File: src/rtl/sync_fifo_param.sv
// sync_fifo_param
// Single-clock FIFO with configurable width and depth, an occupancy count,
// programmable almost-full/almost-empty thresholds, one-cycle overflow and
// underflow pulses, and an optional first-word-fall-through read port.
// All status outputs are registered and computed from the next occupancy,
// so every flag is exact in the cycle after the edge that caused it.

module sync_fifo_param #(
    parameter int DATA_W   = 8,
    parameter int DEPTH    = 16,
    parameter int AF_LEVEL = DEPTH - 2,
    parameter int AE_LEVEL = 2,
    parameter int FWFT     = 0
) (
    input  logic                       clk,
    input  logic                       rst,
    input  logic                       we,
    input  logic                       re,
    input  logic [DATA_W-1:0]          data_in,
    output logic [DATA_W-1:0]          data_out,
    output logic                       empty,
    output logic                       full,
    output logic                       almost_empty,
    output logic                       almost_full,
    output logic [$clog2(DEPTH):0]     count,
    output logic                       overflow,
    output logic                       underflow
);

    localparam int PTR_W = $clog2(DEPTH);
    localparam int CNT_W = PTR_W + 1;

    localparam logic [CNT_W-1:0] DEPTH_CNT = CNT_W'(DEPTH);
    localparam logic [CNT_W-1:0] AF_CNT    = CNT_W'(AF_LEVEL);
    localparam logic [CNT_W-1:0] AE_CNT    = CNT_W'(AE_LEVEL);

    // Thresholds must be ordered AE < AF <= DEPTH and DEPTH a power of two >= 4,
    // otherwise the flags would contradict each other or the pointers would not wrap.
    if (!(AE_LEVEL < AF_LEVEL && AF_LEVEL <= DEPTH && DEPTH >= 4 && (1 << PTR_W) == DEPTH)) begin : g_badConfig
        $error("sync_fifo_param: illegal DEPTH/AF_LEVEL/AE_LEVEL combination");
    end

    logic [DATA_W-1:0] r_mem [DEPTH];
    logic [PTR_W-1:0]  r_wrPtr;
    logic [PTR_W-1:0]  r_rdPtr;
    logic [CNT_W-1:0]  r_count;
    logic              r_empty;
    logic              r_full;
    logic              r_almostEmpty;
    logic              r_almostFull;
    logic              r_overflow;
    logic              r_underflow;

    logic              w_rdAccept;
    logic              w_wrAccept;
    logic [CNT_W-1:0]  w_countNext;

    // A read needs data present; a write into a full FIFO is only allowed when a
    // read frees a slot at the same edge. Nothing is accepted while in reset.
    assign w_rdAccept = !rst && re && !r_empty;
    assign w_wrAccept = !rst && we && (!r_full || w_rdAccept);

    // Next occupancy: a simultaneous read and write leave the count unchanged.
    always_comb begin
        w_countNext = r_count;
        if (w_wrAccept && !w_rdAccept) begin
            w_countNext = r_count + CNT_W'(1);
        end else if (!w_wrAccept && w_rdAccept) begin
            w_countNext = r_count - CNT_W'(1);
        end
    end

    // Storage array; deliberately not reset so it maps onto plain RAM.
    always_ff @(posedge clk) begin
        if (w_wrAccept) begin
            r_mem[r_wrPtr] <= data_in;
        end
    end

    // Pointers, occupancy, registered status flags and error pulses.
    always_ff @(posedge clk) begin
        if (rst) begin
            r_wrPtr       <= '0;
            r_rdPtr       <= '0;
            r_count       <= '0;
            r_empty       <= 1'b1;
            r_full        <= 1'b0;
            r_almostEmpty <= 1'b1;
            r_almostFull  <= 1'b0;
            r_overflow    <= 1'b0;
            r_underflow   <= 1'b0;
        end else begin
            if (w_wrAccept) begin
                r_wrPtr <= r_wrPtr + PTR_W'(1);
            end
            if (w_rdAccept) begin
                r_rdPtr <= r_rdPtr + PTR_W'(1);
            end
            r_count       <= w_countNext;
            r_empty       <= (w_countNext == '0);
            r_full        <= (w_countNext == DEPTH_CNT);
            r_almostEmpty <= (w_countNext <= AE_CNT);
            r_almostFull  <= (w_countNext >= AF_CNT);
            r_overflow    <= we && r_full && !re;
            r_underflow   <= re && r_empty;
        end
    end

    if (FWFT == 0) begin : g_stdRead
        logic [DATA_W-1:0] r_dataOut;

        // Standard read port: the word appears the cycle after an accepted read and
        // holds through idle cycles and rejected reads.
        always_ff @(posedge clk) begin
            if (rst) begin
                r_dataOut <= '0;
            end else if (w_rdAccept) begin
                r_dataOut <= r_mem[r_rdPtr];
            end
        end

        assign data_out = r_dataOut;
    end else begin : g_fwftRead
        // Fall-through port: the head word is always visible; forced to zero while
        // empty so the output is deterministic after reset.
        assign data_out = r_empty ? '0 : r_mem[r_rdPtr];
    end

    assign empty        = r_empty;
    assign full         = r_full;
    assign almost_empty = r_almostEmpty;
    assign almost_full  = r_almostFull;
    assign count        = r_count;
    assign overflow     = r_overflow;
    assign underflow    = r_underflow;

endmodule

File: config.mk
export PLATFORM = sky130hd
export DESIGN_NAME = sync_fifo_param
export DESIGN_NICKNAME = d
export VERILOG_FILES = /design/src/rtl/sync_fifo_param.sv
export SDC_FILE = /design/constraint.sdc
export NUM_CORES = 1
export LEC_CHECK = 0
export CORE_ASPECT_RATIO = 0.5
export CORE_MARGIN = 2
export CORE_UTILIZATION = 55
export DETAILED_ROUTE_END_ITERATION = 10
export PLACE_DENSITY = 0.84
export REMOVE_ABC_BUFFERS = 1
export SLEW_MARGIN = 10
export SYNTH_ARGS = -nofsm -noshare
export SYNTH_HDL_FRONTEND = slang
export SYNTH_SLANG_ARGS = --single-unit
File: constraint.sdc
create_clock -name clk -period 2.8 [get_ports clk]
set_input_delay 0.84 -clock clk [delete_from_list [all_inputs] [get_ports clk]]
set_output_delay 0.84 -clock clk [all_outputs]
set_load 0.02 [all_outputs]
==> Word-level counts from Yosys, hierarchy flattened <==
Memories as Yosys holds them, arrays and structs flattened. A register that Yosys moved wholly into a read port is not among the register bits.
Cells that the tools add are included.
{ "totals": {"register_bits": 19, "ram_bits": 128, "inputBits": 12, "wordCells": 38, "mem_count": 1} }
{ "mem_list": {"columns": ["memory", "words", "word_bits", "read_ports", "rd_clocked_by_memory_dff", "wr", "line", "source"], "rows": [
  ["r_mem", 16, 8, 1, 1, 1, "43", "logic [DATA_W-1:0] r_mem [DEPTH];"]
]} }
{ "classes": {"n_addsub": 4, "magnitude_cmp": 2, "n_eq_ne": 1, "n_mux": 4, "reduce_logical": 17} }
{ "op_table": {"columns": ["op", "count"], "rows": [
  ["5-bit 2-to-1 mux", 2],
  ["1-bit logical AND", 9],
  ["4-bit by 1-bit adder with 4-bit output, second input constant", 2],
  ["1-bit zero test", 6],
  ["5-bit by 1-bit adder with 5-bit output, second input constant", 1],
  ["5-bit equality test, second input constant", 1],
  ["5-bit by 4-bit >= comparator with 1-bit output, second input constant", 1],
  ["5-bit by 2-bit less-or-equal comparator with 1-bit output, second input constant", 1],
  ["5-bit zero test", 1],
  ["5-bit by 1-bit subtractor with 5-bit output, second input constant", 1],
  ["1-bit 2-to-1 mux", 2],
  ["1-bit logical OR", 1]
]} }

==> Logic depth before layout (Yosys ltp) <==
Gate-level depths: netlist of the first run.
{ "logic_depth": {"ltp_word": 10, "mapped_depth": 7} }

==> Least setup slack after synthesis of the first run <==
OpenSTA, ideal clock, no wires.
{ "synth_path": {"path_type": "input -> register", "start": "in rst", "end": "mem r_mem[3][0], enable pin", "arrival_time_ns": 2.203, "required_time_ns": 2.417, "path_slack_ns": 0.214, "cell_stages": 5, "n_path_buf": 1, "path_cell_list": "buf_2 nand2b_4 a21oi_2 nand2_1 nor3_1"} }
{ "synth_between": {"elab_chain_cells": 7, "word_cells_on_any_way": 8, "classes_between": "mux: 2; reduce/logical: 6"} }
{ "synth_rtl": {"columns": ["item", "line", "source"], "rows": [
  ["start: declaration", "16", "input logic rst,"],
  ["1-bit zero test (*)", "60, 61", null],
  ["1-bit logical AND (2 in series)", "60", "assign w_rdAccept = !rst && re && !r_empty;"],
  ["1-bit logical OR", "61", "assign w_wrAccept = !rst && we && (!r_full || w_rdAccept);"],
  ["1-bit logical AND (*)", "61", null],
  ["1-bit 2-to-1 mux (*)", "75", "if (w_wrAccept) begin"],
  ["1-bit 2-to-1 mux (not written as such) (*)", "76", "r_mem[r_wrPtr] <= data_in;"],
  ["end: declaration", "43", null]
]} }
Mark *: on every way between the ends. The rest lies on a longest branch, timed or not.

==> Worst setup path after layout of the first run <==
{ "layout_path": {"start": "in rst", "end": "mem r_mem[3][7], enable pin"} }
Same word-level chain as after synthesis.

==> key figures, run 1 <==
Synthesis
  • Post-synth EDFFs: 128
  • Warnings from Yosys: 0
  • Synthesized area: roughly 6300 µm²
  • Register area share after synthesis: between 70% and 80%
  • FF+latch count, synth: 155
  • Library cells used by synthesis: 50
  • FFs w/ async S/R, synth: 0%
  • Synth area leader: edfxtp_1
  • Syn Inst Count: around 370
  • Commonest cells in the netlist: edfxtp_1, nor2_1, dfxtp_1
  • Largest cells by area after synthesis: edfxtp_1, dfxtp_1, mux4_2
  • Share of the synthesized area in the top cell type: 61.48%
  • Cell with the most instances after synthesis: edfxtp_1
  • Mapped Avg Cell Area: around 17 µm²
  • Ys flop type: edfxtp_1

Critical path
  • CP endpoint kind: register
  • CP arrival: roughly 2600 ps
  • Critical path startpoint category: input port
  • Worst endpoint required time: between 2000 and 3000 ps
  • RR Endpoint: data_out[5]
  • R2R depth: 5
  • CP Max Fanout: 8
  • Reg-to-Reg Start: r_rdPtr[0]
  • Critical path class: input port to register
  • Worst reg2reg setup slack: 620 ps

Floorplan
  • Die Wd: about 150 µm
  • IO Pins: 31
  • Initial Util: 56.60%
  • Die span in y: 79.39 µm
  • Rows: 27
  • CORE AREA: between 10000 and 15000 µm²
  • Die area: 12290 µm²

Run status
  • Outcome: finished, final reports clean

Cells and area
  • Final core utilization: 68.37%
  • Sequential Area: about 4400 µm²
  • Layout cells sized above 1: about a quarter
  • Footprint of the multi-input gates: approximately 1700 µm²
  • Fill cell count: 636
  • Area growth syn-to-layout: 20.79%
  • Fin nets: about 450
  • Design area: 7552 µm²
  • N_diodes: 0
  • Post-Layout Cell Count: 590

Pwr
  • Net switching power: 1.193 mW
  • Clk network pwr share: a little under half
  • Leak: between 2 and 2.5 nW
  • PD cells: ~760 nW/µm²
  • Sequential power share: a little under half
  • Maximum vdd drop: roughly 440 µV
  • Internal: between 4 and 5 mW
  • Sw Ratio: 20.89%
  • Combinational Power Share: between 8 and 9%

Clocking
  • CTS sink cnt: between 150 and 200
  • Worst-Skew Late Latency: 430 ps
  • Htree depth: 4
  • Clock root buffer: clkbuf_16
  • CTS tree: yes
  • Post-CTS Setup Bufs: 0
  • Total CTS buffers: 17
  • Resized Gates After CTS: 0
  • Hold buffers post-CTS: 0
  • Max Buffers Root-to-Sink: 2
  • Reg clk slew, reported paths: 60 ps

Hold path
  • Hold path cells: 2
  • Hold endpoint: data_out[1]
  • Hold WC Path Type: register to register
  • Launch point of the worst hold path: data_out[1]

Drt
  • Initial DRC Count: approximately 500
  • Via count: 3739
  • DR pass1 iterations: 4
  • DRC: 0
  • WL final: roughly 14 mm
  • Wire length per cell: roughly 24 µm
  • ANT nets after route: 0
  • Vias per cell: 6.337

Global routing
  • Total track usage: between 20% and 30%
  • Remaining Overflow, GRT: 0
  • First-pass GRT wire length: roughly 22 mm
  • Largest net degree at the start of global routing: 33
  • Initial antenna violation count: 0
  • Vias in the first global route: between 3000 and 4000

STA
  • RSZ-0062 raised after global routing: no
  • Max Freq: around 400 MHz
  • Worst Skew: 12.56 ps
  • Setup Viol. Count Final: 0
  • Slew Viols, Final: 0
  • Final worst-path cycle share: 89.57%
  • Min Tclk post-route: around 2500 ps
  • Hold Violations, Final: 0
  • Rel. slew slack: between 30 and 40%
  • Slew of the pin with the lowest slew margin: approximately 950 ps

Place
  • DP Area: 6870 µm²
  • Dpl cells: roughly 560
  • Port bufs: 30
  • Detailed Place HPWL: about 8 mm
  • GP Congestion: roughly 0.8

Flow run
  • Max-cap violations: 0
power groups by stage:
stage | Sequential, mW | Combinational [mW] | Clock [mW]
2_1_floorplan | 2.67 | 0.222 | 0
3_3_place_gp | 2.62 | 0.439 | 0
3_5_place_dp | 2.63 | 0.452 | 0
4_1_cts | 2.58 | 0.471 | 2.68
5_1_grt | 2.58 | 0.502 | 2.76
6_report | 2.58 | 0.474 | 2.66
logic make-up (layout without fill, tap and decap cells):
kind of cell | Yosys count | count (layout) | share of synthesized area [%]
xor+xnor | 9 | 9 | 1.261
mux | 52 | 52 | 12.91
flops | 155 | 155 | 70.12
buf+inv | 26 | 98 | 2.001
fa+ha+maj | 7 | 7 | 1.401
simple gates | 68 | 68 | 5.984
compound gates | 56 | 56 | 6.324
sequential cells by signal, indices dropped and copies added (netlist names):
register,count
almost_empty,1
almost_full,1
count,5
data_out,8
empty,1
full,1
overflow,1
r_mem,128
r_rdPtr,4
r_wrPtr,4
underflow,1
per-layer routing:
layer / vias up / GRT usage [%] / routed length (µm)
met5: - / 0 / 0
met2: 238 / 39.91 / 6910
li1: 1589 / - / -
met1: 1874 / 33.04 / 5753
met4: 0 / 11.11 / 394
met3: 38 / 6.135 / 1245
critical path, cell delays in order:
cell	delay [ps]
clkdlybuf4s50_1	520
nand2b_4	220
a21oi_2	320
nand2_1	280
nor3_1	220
buf_4	220
worst max path at each step:
stage | from | endpoint | slack [ps] | cells past startpoint
final | rst | r_mem[3][7] | 290 | 6
after global routing | rst | r_mem[1][5] | 270 | 6
after floorplan | r_rdPtr[0] | data_out[0] | -170 | 4
after detailed placement | rst | r_mem[3][5] | -40 | 6
after CTS | count[0] | count[0] | 350 | 1
after global placement | rst | r_mem[1][2] | 80 | 6
placed cells by master, fill, tap and decap left out, drive strengths merged, types with 4 or more instances in the layout:
| master | count |
|---|---|
| o22ai | 6 |
| edfxtp | 128 |
| mux2 | 19 |
| mux2i | 13 |
| xor2 | 6 |
| o221ai | 6 |
| buf | 30 |
| clkbuf | 21 |
| mux4 | 20 |
| inv | 6 |
| o21ai | 6 |
| nor3 | 5 |
| clkdlybuf4s50 | 30 |
| bufinv | 7 |
| a21oi | 11 |
| nand2b | 4 |
| nor2 | 29 |
| nand2 | 11 |
| dfxtp | 27 |
| a22oi | 9 |
| o21bai | 6 |
| ha | 7 |
through the flow:
stage	hold slack, ps	setup TNS (ps)	worst slack (ps)	total power [mW]
6_report	522.4	0	292.1	5.711
5_1_grt	557.8	0	267.4	5.851
4_1_cts	530.9	0	346.0	5.726
3_5_place_dp	481.3	-320.8	-36.27	3.078
3_3_place_gp	470.7	0	83.56	3.062
2_1_floorplan	518.5	-1238	-173.1	2.893
layout make-up:
type | instances | share of cell area, %
clock inverter | 11 | 3.197
tap | 145 | 2.402
inverter | 6 | 0.2982
sequential | 155 | 58.07
clock buffer | 21 | 5.832
timing repair buffer | 60 | 7.124
multi-input combinational | 192 | 23.08
No activity file was read; power rests on OpenSTA's default activity.
==> inputs of run 2 (changes only) <==
--- a/config.mk
+++ b/config.mk
@@ -8,6 +8,7 @@
 export CORE_ASPECT_RATIO = 0.5
 export CORE_MARGIN = 2
 export CORE_UTILIZATION = 55
+export CTS_BUF_LIST = sky130_fd_sc_hd__clkbuf_2
 export DETAILED_ROUTE_END_ITERATION = 10
 export PLACE_DENSITY = 0.84
 export REMOVE_ABC_BUFFERS = 1
==> key figures, run 2 (synthesized netlist as in run 1, its figures left out) <==
Clocking
  • Htree depth: 4
  • Reg clk slew, reported paths: about 210 ps
  • CTS sink cnt: between 150 and 200
  • CTS tree: yes
  • Max Buffers Root-to-Sink: 2
  • Total CTS buffers: 17
  • Clock root buffer: clkbuf_2
  • Post-CTS Setup Bufs: 0
  • Worst-Skew Late Latency: 690 ps

Critical path
  • Crit-path cells: clkdlybuf4s50_1
  • Worst Path Buf+Inv: 1
  • Levels on crit path: 1
  • CP arrival: about 1800 ps
  • Reg-to-Reg Start: r_rdPtr[0]
  • CP endpoint kind: output pin
  • Largest stage delay on the critical path: 660 ps
  • Slowest CP cell: clkdlybuf4s50_1
  • Worst endpoint required time: between 1500 and 2000 ps
  • Critical path startpoint category: register
  • RR Endpoint: data_out[5]
  • Critical path class: register to output pin
  • R2R depth: 5
  • Worst reg2reg setup slack: around 670 ps
  • Top delay family on crit path: buffers and inverters
  • CP Capture Point: count[2]
  • Critical path origin: count[2]
  • CP Max Fanout: 6

Floorplan
  • Rows: 27
  • Die Wd: ~150 µm
  • CORE AREA: around 11000 µm²
  • IO Pins: 31
  • Initial Util: around 57%
  • Die span in y: ~79 µm
  • Die area: 12290 µm²

Global routing
  • Remaining Overflow, GRT: 0
  • Largest net degree at the start of global routing: 33
  • First-pass GRT wire length: about 20 mm
  • Vias in the first global route: between 3000 and 4000
  • Initial antenna violation count: 0
  • Total track usage: 22.61%

Cells and area
  • Fill cell count: 706
  • Highest-count cells in the layout ignoring fill and taps: edfxtp_1, clkdlybuf4s50_1, nor2_1, buf_4, dfxtp_1
  • Largest Register: r_mem
  • N_diodes: 0
  • Final core utilization: around two thirds
  • Largest register FFs: approximately 130
  • Area growth syn-to-layout: 15.49%
  • Layout cells sized above 1: roughly a quarter
  • Fin nets: roughly 450
  • Design area: around 7200 µm²
  • Commonest non-fill, non-tap cell in the layout: edfxtp_1
  • Footprint of the multi-input gates: ~1700 µm²
  • Sequential Area: 4389 µm²

Drt
  • Wire length per cell: about 22 µm
  • DR pass1 iterations: 5
  • Via count: around 3600
  • DRC: 0
  • WL final: approximately 13 mm
  • Vias per cell: approximately 6
  • Initial DRC Count: 392
  • ANT nets after route: 0

Place
  • DP Area: approximately 6900 µm²
  • Dpl ws: -36.27 ps
  • Detailed Place HPWL: 8.096 mm
  • Port bufs: 30
  • GP Congestion: 0.8016

Flow run
  • Max-cap violations: 0

STA
  • Rel. slew slack: 40.51%
  • Slew Viols, Final: 0
  • Setup_tns: 0 ps
  • Min Tclk post-route: approximately 2700 ps
  • Worst Skew: between 50 and 60 ps
  • Max Freq: approximately 370 MHz
  • Hold Violations, Final: 0
  • Worst Slack Setup Final: 115.1 ps
  • Slew of the pin with the lowest slew margin: 891.1 ps
  • RSZ-0062 raised after global routing: no
  • Hold WS: between 500 and 600 ps
  • Setup Viol. Count Final: 0
  • Final worst-path cycle share: between 90% and 100%

Pwr
  • Clk network pwr share: 35.0%
  • Internal: 3.625 mW
  • Maximum vdd drop: roughly 300 µV
  • Combinational Power Share: under 10%
  • Sw Ratio: roughly 23%
  • Leak: 2.371 nW
  • Net switching power: between 1 and 1.5 mW
  • PD cells: ~650 nW/µm²
  • Sequential power share: 55.1%

Run status
  • Outcome: finished, final reports clean

Hold path
  • Hold WC Path Type: register to register
[run 2: changes by cell type in the layout (fill, tap and decap cells not counted)]
cell	previous run	this run
clkbuf_1	4	0
clkbuf_16	17	0
clkbuf_2	0	21
dfxtp_1	26	23
dfxtp_2	1	4
[run 2: worst min-delay path by stage]
| stage | startpoint | end | slack, ps | cells past startpoint |
|---|---|---|---|---|
| after CTS | data_out[1] | data_out[1] | 520 | 2 |
| after floorplan | r_wrPtr[1] | r_wrPtr[1] | 520 | 2 |
| final | data_out[1] | data_out[1] | 510 | 2 |
| after global placement | data_out[1] | data_out[1] | 470 | 2 |
| after global routing | data_out[1] | data_out[1] | 580 | 2 |
| after detailed placement | data_out[1] | data_out[1] | 480 | 2 |
[run 2: through the flow]
stage	power (mW)	instances
finish	4.677	590
global route	4.816	590
CTS	4.693	590
detailed placement	3.078	558
global placement	3.062	558
floorplan	2.893	353
[run 2: cell type report]
| cell class | instances | share of cell area (%) |
|---|---|---|
| Timing Repair Buffer | 60 | 7.451 |
| Multi-Input combinational cell | 192 | 24.14 |
| Clock inverter | 11 | 3.344 |
| Clock buffer | 21 | 1.456 |
| Tap cell | 145 | 2.513 |
| Sequential cell | 155 | 60.79 |
| Inverter | 6 | 0.3119 |
[run 2: power by group through the flow]
| stage | Sequential [mW] | Clock [mW] | Combinational [mW] |
|---|---|---|---|
| 2_1_floorplan | 2.67 | 0 | 0.222 |
| 3_3_place_gp | 2.62 | 0 | 0.439 |
| 3_5_place_dp | 2.63 | 0 | 0.452 |
| 4_1_cts | 2.58 | 1.66 | 0.460 |
| 5_1_grt | 2.58 | 1.74 | 0.494 |
| 6_report | 2.58 | 1.64 | 0.460 |
[run 2: worst register-to-register path: cells and delay by family, from the launching register on]
| kind | cells | cell delay (ps) |
|---|---|---|
| DFF | 1 | 580 |
| AOI/OAI and AO/OA | 2 | 380 |
| muxes | 2 | 850 |
| buffers and inverters | 1 | 240 |
[run 2: timing repair]
item,4_1_cts,5_1_grt
endpoints found under the hold margin,0,0
resized for setup,0,3
setup endpoints to repair,0,3
hold buffers,0,0
[run 2: metal layers]
metal | wire length, µm | part of all wire [%] | GRT usage [%]
met5 | 0 | 0 | 0
met4 | 155 | 1.2 | 6.296
met3 | 1028 | 7.9 | 6.026
met2 | 6383 | 49 | 37.05
met1 | 5483 | 42 | 30.51
